[src/rtl/stream_mux_rr.sv]
// rtl/stream_mux_rr.sv - N-channel registered stream mux, fixed-select or round-robin
// One output register; a channel is accepted whenever that register is free or draining.
module stream_mux_rr #(
  parameter int WIDTH = 32,
  parameter int N     = 4,
  parameter int SEL_W = 2
) (
  input  logic               clk,
  input  logic               rst_n,
  input  logic               mode,
  input  logic [SEL_W-1:0]   sel,
  input  logic [N-1:0]       in_valid,
  input  logic [N*WIDTH-1:0] in_data,
  output logic [N-1:0]       in_ready,
  output logic               out_valid,
  output logic [WIDTH-1:0]   out_data,
  output logic [SEL_W-1:0]   out_chan,
  input  logic               out_ready
);

  generate
    if ((1 << SEL_W) < N || N < 2 || N > 32 || WIDTH < 1) begin : g_param_check
      $error("stream_mux_rr: illegal WIDTH/N/SEL_W combination");
    end
  endgenerate

  logic               out_valid_q, out_valid_d;
  logic [WIDTH-1:0]   out_data_q, out_data_d;
  logic [SEL_W-1:0]   out_chan_q, out_chan_d;
  logic [SEL_W-1:0]   ptr_q, ptr_d;

  logic               can_load;
  logic               grant_vld;
  logic [SEL_W-1:0]   grant_idx;
  logic [WIDTH-1:0]   grant_data;
  logic               hi_found, lo_found;
  logic [SEL_W-1:0]   hi_idx, lo_idx;

  assign can_load = !out_valid_q || out_ready;

  // Round-robin: lowest valid channel at or above ptr wins, else lowest valid overall (wrap).
  always_comb begin
    grant_vld = 1'b0;
    grant_idx = '0;
    hi_found  = 1'b0;
    hi_idx    = '0;
    lo_found  = 1'b0;
    lo_idx    = '0;
    if (!mode) begin
      for (int i = 0; i < N; i++) begin
        if (sel == SEL_W'(i) && in_valid[i]) begin
          grant_vld = 1'b1;
          grant_idx = SEL_W'(i);
        end
      end
    end else begin
      for (int i = N - 1; i >= 0; i--) begin
        if (in_valid[i]) begin
          lo_found = 1'b1;
          lo_idx   = SEL_W'(i);
          if (SEL_W'(i) >= ptr_q) begin
            hi_found = 1'b1;
            hi_idx   = SEL_W'(i);
          end
        end
      end
      if (hi_found) begin
        grant_vld = 1'b1;
        grant_idx = hi_idx;
      end else if (lo_found) begin
        grant_vld = 1'b1;
        grant_idx = lo_idx;
      end
    end
  end

  always_comb begin
    grant_data = '0;
    for (int i = 0; i < N; i++) begin
      if (grant_idx == SEL_W'(i)) begin
        grant_data = in_data[i*WIDTH +: WIDTH];
      end
    end
  end

  always_comb begin
    in_ready = '0;
    if (rst_n && can_load && grant_vld) begin
      for (int i = 0; i < N; i++) begin
        in_ready[i] = (grant_idx == SEL_W'(i));
      end
    end
  end

  always_comb begin
    out_valid_d = out_valid_q;
    out_data_d  = out_data_q;
    out_chan_d  = out_chan_q;
    ptr_d       = ptr_q;
    if (can_load && grant_vld) begin
      out_valid_d = 1'b1;
      out_data_d  = grant_data;
      out_chan_d  = grant_idx;
      if (mode) begin
        ptr_d = (grant_idx == SEL_W'(N - 1)) ? '0 : grant_idx + SEL_W'(1);
      end
    end else if (out_ready) begin
      out_valid_d = 1'b0;
    end
  end

  always_ff @(posedge clk or negedge rst_n) begin
    if (!rst_n) begin
      out_valid_q <= 1'b0;
      out_data_q  <= '0;
      out_chan_q  <= '0;
      ptr_q       <= '0;
    end else begin
      out_valid_q <= out_valid_d;
      out_data_q  <= out_data_d;
      out_chan_q  <= out_chan_d;
      ptr_q       <= ptr_d;
    end
  end

  assign out_valid = out_valid_q;
  assign out_data  = out_data_q;
  assign out_chan  = out_chan_q;

endmodule

[config.mk]
export PLATFORM = sky130hd
export DESIGN_NAME = stream_mux_rr
export DESIGN_NICKNAME = d
export VERILOG_FILES = /design/src/rtl/stream_mux_rr.sv
export SDC_FILE = /design/constraint.sdc
export NUM_CORES = 1
export LEC_CHECK = 0
export CAP_MARGIN = 25
export CORE_AREA = 5 5 69 117
export DETAILED_ROUTE_END_ITERATION = 10
export DIE_AREA = 0 0 74 122
export PLACE_DENSITY = 0.85
export SETUP_SLACK_MARGIN = 0.4
export SLEW_MARGIN = 10
export SYNTH_ARGS = -nofsm -noshare
export SYNTH_HDL_FRONTEND = slang
export SYNTH_SLANG_ARGS = --single-unit
[constraint.sdc]
create_clock -name clk -period 6.6 [get_ports clk]
set_input_delay 1.65 -clock clk [delete_from_list [all_inputs] [get_ports clk]]
set_output_delay 1.65 -clock clk [all_outputs]
set_load 0.01 [all_outputs]
==> results of run 1 <==
[synthesized netlist by cell type, types with 2 or more instances]
master,n
a21oi_1,8
a221oi_1,31
and2_1,2
and3_1,4
buf_6,2
clkbuf_1,21
dfrtp_1,37
ha_1,4
inv_1,4
mux2_2,20
mux2_4,14
mux2i_1,3
nand2_1,35
nor2b_1,33
o21ai_0,2
o31ai_1,32
[sequential cells by signal, indices dropped and copies added, names as in the netlist]
register / flops
ptr_q: 2
out_valid: 1
out_data: 32
out_chan: 2
[worst max-delay path by stage]
| stage | start | end | slack [ps] | depth (start not counted) |
|---|---|---|---|---|
| 2_1_floorplan | in_valid[1] | in_ready[3] | 1670 | 7 |
| 3_3_place_gp | sel[0] | in_ready[0] | 650 | 6 |
| 3_5_place_dp | in_valid[1] | in_ready[0] | 790 | 8 |
| 4_1_cts | in_valid[1] | in_ready[0] | 790 | 8 |
| 5_1_grt | in_valid[1] | in_ready[0] | 650 | 8 |
| 6_report | in_valid[1] | in_ready[0] | 790 | 8 |
[layout make-up]
| cell class | count | share of cell area |
|---|---|---|
| multi-input combinational | 202 | 0.344 |
| timing repair buffer | 183 | 0.394 |
| clock inverter | 1 | 0.00109 |
| inverter | 4 | 0.00326 |
| tap | 86 | 0.0234 |
| sequential | 37 | 0.201 |
| clock buffer | 7 | 0.0331 |
[critical path, cell delays in order]
cell and delay, ps:
clkdlybuf4s50_1 560, mux2i_1 110, and2_0 170, o32ai_1 560, inv_1 180, ha_1 280
and3_1 150, clkdlybuf4s50_1 490
[logic make-up (layout without fill, tap and decap cells)]
kind of cell,after synthesis,in the layout,synth area share
buffers and inverters,29,195,0.0536
adders and majority gates,4,4,0.0190
DFF,37,37,0.351
muxes,38,38,0.185
and+or+nand+nor,82,82,0.163
AOI/OAI and AO/OA,78,78,0.228
[routing by layer]
layer / vias to the layer above / GRT usage
li1: 1340 / -
met1: 1353 / 0.223
met2: 123 / 0.395
met3: 30 / 0.0396
met4: 0 / 0.121
met5: - / 0
[per-stage QoR]
| step | std cells | power (uW) | utilization |
|---|---|---|---|
| 3_5_place_dp | 512 | 1120 | 0.624 |
| 4_1_cts | 520 | 1380 | 0.646 |
| 5_1_grt | 520 | 1450 | 0.646 |
| 6_report | 520 | 1370 | 0.646 |
| 3_3_place_gp | 511 | 1100 | 0.622 |
| 2_1_floorplan | 268 | 741 | - |
[power by group through the flow]
stage	combinational [uW]	sequential [uW]	clock, uW
floorplan	312	430	0
CTS	737	389	257
detailed placement	734	391	0
global placement	714	386	0
finish	729	388	249
global route	779	402	266
==> run metrics, run 1 <==
status=finished, final reports clean; Synth Cell Area=0.00264 mm2; RSZ-0062 raised after global routing=false; pre-CTS WS=790 ps; R2R cell count=10; Synth Flop Type=dfrtp_1; die area=0.00903 mm2; IO Pins=177; core footprint=0.00713 mm2; Comb power frac=0.534; Net Sw Frac=0.328; NumNets Final=575; hold slack final=506 ps; Leak=0.00181 uW; Final Hold Viols=0; CTS Buf Count=5; GPL Wtd Cong=0.851; Slew HR=0.517; clock skew=1.87 ps; Arr. time, crit path=4160 ps; cts hold-fix bufs=0; fill count=628; internal power=919 uW; P&R area growth vs syn=74.7%; Total Neg Setup Slack=0 ps; sequential fraction of design power=0.284; Pwr per Cell Area=297 mW/mm2; Tot GR Track Use=0.217; Clk pwr share=0.182; Post-synth EDFFs=0; M1 wire length=3480 um; DR pass1 iterations=4; max_cap viols=0; top routing layer in use=met4; CTS root buffer=clkbuf_16; DRT Wirelength=10,000 um; startpoint types=primary input; hpwl dp=7750 um; overall die width=74 um; remaining antenna violation count=0; asr flop ratio synth=1.00; final setup vio count=0; reg2reg start=ptr_q[1]; area leader, netlist=dfrtp_1; H-tree Lvls=2; commonest cells after routing, fill and taps aside=175 x clkdlybuf4s50_1, 37 x dfrtp_1, 35 x nand2_1; Reg-to-Reg End=out_data[22]; WL met2=5510 um; pins over their slew limit=0; HP Start=out_data[19]; CP max FO=6; number of vias per cell=5.47; critical path data required time=4950 ps; Max Clock Freq=172 MHz; Syn Area/Cell=9.84 um2; register area share after synthesis=0.351; initial antenna violation count=0; Die Y-Extent=122 um; register area=926 um2; post-layout minimum cycle time=5810 ps; post-CTS setup buffer count=0; most common cell after layout, fill and taps aside=clkdlybuf4s50_1; Post-Syn Instances=268; design area=0.00461 mm2; via count=2,846; Final Cycle Share=0.880; input/output buffers=176; Residual DRC=0; nets in the synthesized netlist=410; routed len/inst=19.3 um; multi-input logic area=0.00158 mm2; drt initial violations=190; Synth Warn #=0; post_cts resized=0; met3 WL=603 um; Placed Area=0.00445 mm2; Synth Register Bits=37; switching power=448 uW; largest cells by area after synthesis=dfrtp_1 35%, a221oi_1 10%, o31ai_1 9.1%; post-synth top area share=0.351; vias in the first global route=3,106; Hold Crit Depth=1; Starting Density=0.370; diodes inserted=0; distinct cell type count after synthesis=32; share of cells above drive strength 1=0.131; clock slew at reported path FFs=60 ps; Max rail drop VDD=169 uV; first-pass GRT wire length=15,000 um; CP Class=primary input to output pin; grt ovf=0; Worst-Skew Late Latency=270 ps; Final WS setup=791 ps; reg-to-reg setup timing slack=3200 ps; Bufs on Longest Clock Path=2; CTS tree=yes; Worst-Margin Slew=722 ps; pin count of the biggest net entering global routing=65; Worst Hold Class=register to register; # rows=41; Min-Delay Endpoint=out_data[19]; clock sink count=37; Critical Path Sink Type=output pin
(Power assumes the default switching activity.)
==> run 2, diff against run 1 <==
--- a/config.mk
+++ b/config.mk
@@ -6,9 +6,9 @@
 export NUM_CORES = 1
 export LEC_CHECK = 0
 export CAP_MARGIN = 25
-export CORE_AREA = 5 5 69 117
+export CORE_AREA = 2 2 66 114
 export DETAILED_ROUTE_END_ITERATION = 10
-export DIE_AREA = 0 0 74 122
+export DIE_AREA = 0 0 68 116
 export PLACE_DENSITY = 0.85
 export SETUP_SLACK_MARGIN = 0.4
 export SLEW_MARGIN = 10
==> run 2 against run 1 <==
  * Routed wire length shrank 7.0%
  * Worst setup slack gained 120 ps
  * Clock skew grew 2.1 ps
  * First-iteration DRC count shrank 26%
  * Critical path depth is the same
  * Global-route usage grew 1.7 points
  * Fmax grew 2.2%
  * Worst hold slack is essentially flat
  * Count of clock-buffer cells in the layout is the same
  * Sequential share of layout area is essentially flat
  * Critical endpoint unchanged
==> run metrics, run 2 (synthesis gave the netlist of run 1 again) <==
Worst Hold Class=register to register; final setup vio count=0 (unchanged); Pwr per Cell Area=301 mW/mm2 (+1.5%); status=finished, final reports clean; R2R cell count=11 (+1); diodes inserted=0 (unchanged); Die Y-Extent=116 um (-4.9%); Max rail drop VDD=149 uV (-12%); Final WS setup=913 ps (+122 ps); overall die width=68 um (-8.1%); pins over their slew limit=0 (unchanged); H-tree Lvls=2 (unchanged); Residual DRC=0 (unchanged); post_cts resized=0 (unchanged); Total Neg Setup Slack=0 ps (unchanged); CTS root buffer=clkbuf_16; critical path data required time=4950 ps (about the same); post-layout minimum cycle time=5690 ps (-122 ps); cts hold-fix bufs=0 (unchanged); startpoint types=primary input; vias in the first global route=2,977 (-4.2%); core footprint=0.00691 mm2 (-3.1%); pre-CTS WS=901 ps (+111 ps); # rows=40 (-2.4%); RSZ-0062 raised after global routing=false; initial antenna violation count=0 (unchanged); clock slew at reported path FFs=60 ps (about the same); GPL Wtd Cong=0.893 (+4.9%); routed len/inst=18.0 um (-6.5%); DRT Wirelength=9330 um (-7.0%); CP max FO=6 (unchanged); input/output buffers=176 (unchanged); pin count of the biggest net entering global routing=65 (unchanged); Slew HR=0.489 (-0.0277); drt initial violations=140 (-26%); NumNets Final=574 (-0.17%); Worst-Margin Slew=763 ps (+41.3 ps); clock sink count=37 (unchanged); CTS Buf Count=5 (unchanged); Final Cycle Share=0.862 (-0.0185); commonest cells after routing, fill and taps aside=175 x clkdlybuf4s50_1, 37 x dfrtp_1, 35 x nand2_1; DR pass1 iterations=4 (unchanged); max reg flops=32 (unchanged); clock skew=3.95 ps (+2.08 ps); Tot GR Track Use=0.234 (+0.0173); Worst-Skew Late Latency=270 ps (about the same); share of cells above drive strength 1=0.127 (-0.00432); most common cell after layout, fill and taps aside=clkdlybuf4s50_1; Starting Density=0.382 (+0.0120); Max Clock Freq=176 MHz (+2.2%); grt ovf=0 (unchanged); IO Pins=177 (unchanged); post-CTS setup buffer count=0 (unchanged); max_cap viols=0 (unchanged); Bufs on Longest Clock Path=2 (unchanged); hpwl dp=7040 um (-9.2%); CP Class=primary input to output pin; Leak=0.00181 uW (-0.18%); Critical Path Sink Type=output pin; Arr. time, crit path=4040 ps (-120 ps); Hold Crit Depth=1 (unchanged); P&R area growth vs syn=74.6% (about the same); remaining antenna violation count=0 (unchanged); CTS tree=yes; number of vias per cell=5.45 (-0.34%); first-pass GRT wire length=14,300 um (-5.2%); die area=0.00789 mm2 (-13%); Tot Pwr=1390 uW (+1.5%); Final Hold Viols=0 (unchanged); via count=2,820 (-0.91%)
-- run 2: cell types whose count changed in the layout (fill, tap and decap cells not counted) --
| cell | previous run | this run |
|---|---|---|
| buf_8 | 1 | 0 |
| bufinv_16 | 0 | 1 |
| clkinv_2 | 1 | 0 |
| clkbuf_8 | 2 | 1 |
| clkbuf_1 | 0 | 1 |
-- run 2: through the flow --
stage                      util  instances  cell area, um2  hold slack [ps]
after floorplan               -        268            2640              547
after global placement    0.641        509            4430              490
after detailed placement  0.641        509            4430              491
after CTS                 0.666        517            4600              510
after global routing      0.666        517            4600              526
final                     0.666        517            4600              506
-- run 2: worst max-delay path, cell delays in order --
cell and delay [ps]:
clkdlybuf4s50_1 570, mux2i_1 90, and2_0 150, o32ai_1 510, inv_1 180, ha_1 270, and3_1 150, clkdlybuf4s50_1 470
-- run 2: power breakdown --
group / internal, uW / leakage (uW) / switching, uW
clock network: 189 / 0.0000841 / 84.2
registers: 328 / 0.000449 / 57.2
logic: 429 / 0.00127 / 300
total: 946 / 0.00181 / 441
-- run 2: area by class of cell --
cell class | instances | area [um2]
Clock buffer | 7 | 143
Clock inverter | 1 | 30.0
Fill cell | 532 | 2300
Inverter | 4 | 15.0
Multi-Input combinational cell | 202 | 1580
Sequential cell | 37 | 926
Tap cell | 84 | 105
Timing Repair Buffer | 182 | 1800
-- run 2: path summary, 6_finish.rpt --
| check | from | slack [ps] | to |
|---|---|---|---|
| worst max-delay path | in_valid[1] | 910 | in_ready[0] |
| worst min-delay path | out_data[22] | 510 | out_data[22] |
| worst max register to register | ptr_q[0] | 3250 | out_data[2] |
| worst min register to register | out_data[22] | 510 | out_data[22] |
| max in group asynchronous | rst_n | 4820 | out_data[14] |
| min in group asynchronous | rst_n | 1430 | out_data[0] |
-- run 2: metal layers --
metal / GRT usage / vias up / wire length (um)
met5: 0 / - / 0
met4: 0.0813 / 0 / 259
met3: 0.0311 / 18 / 556
met2: 0.425 / 110 / 5040
met1: 0.272 / 1356 / 3470
li1: - / 1336 / -
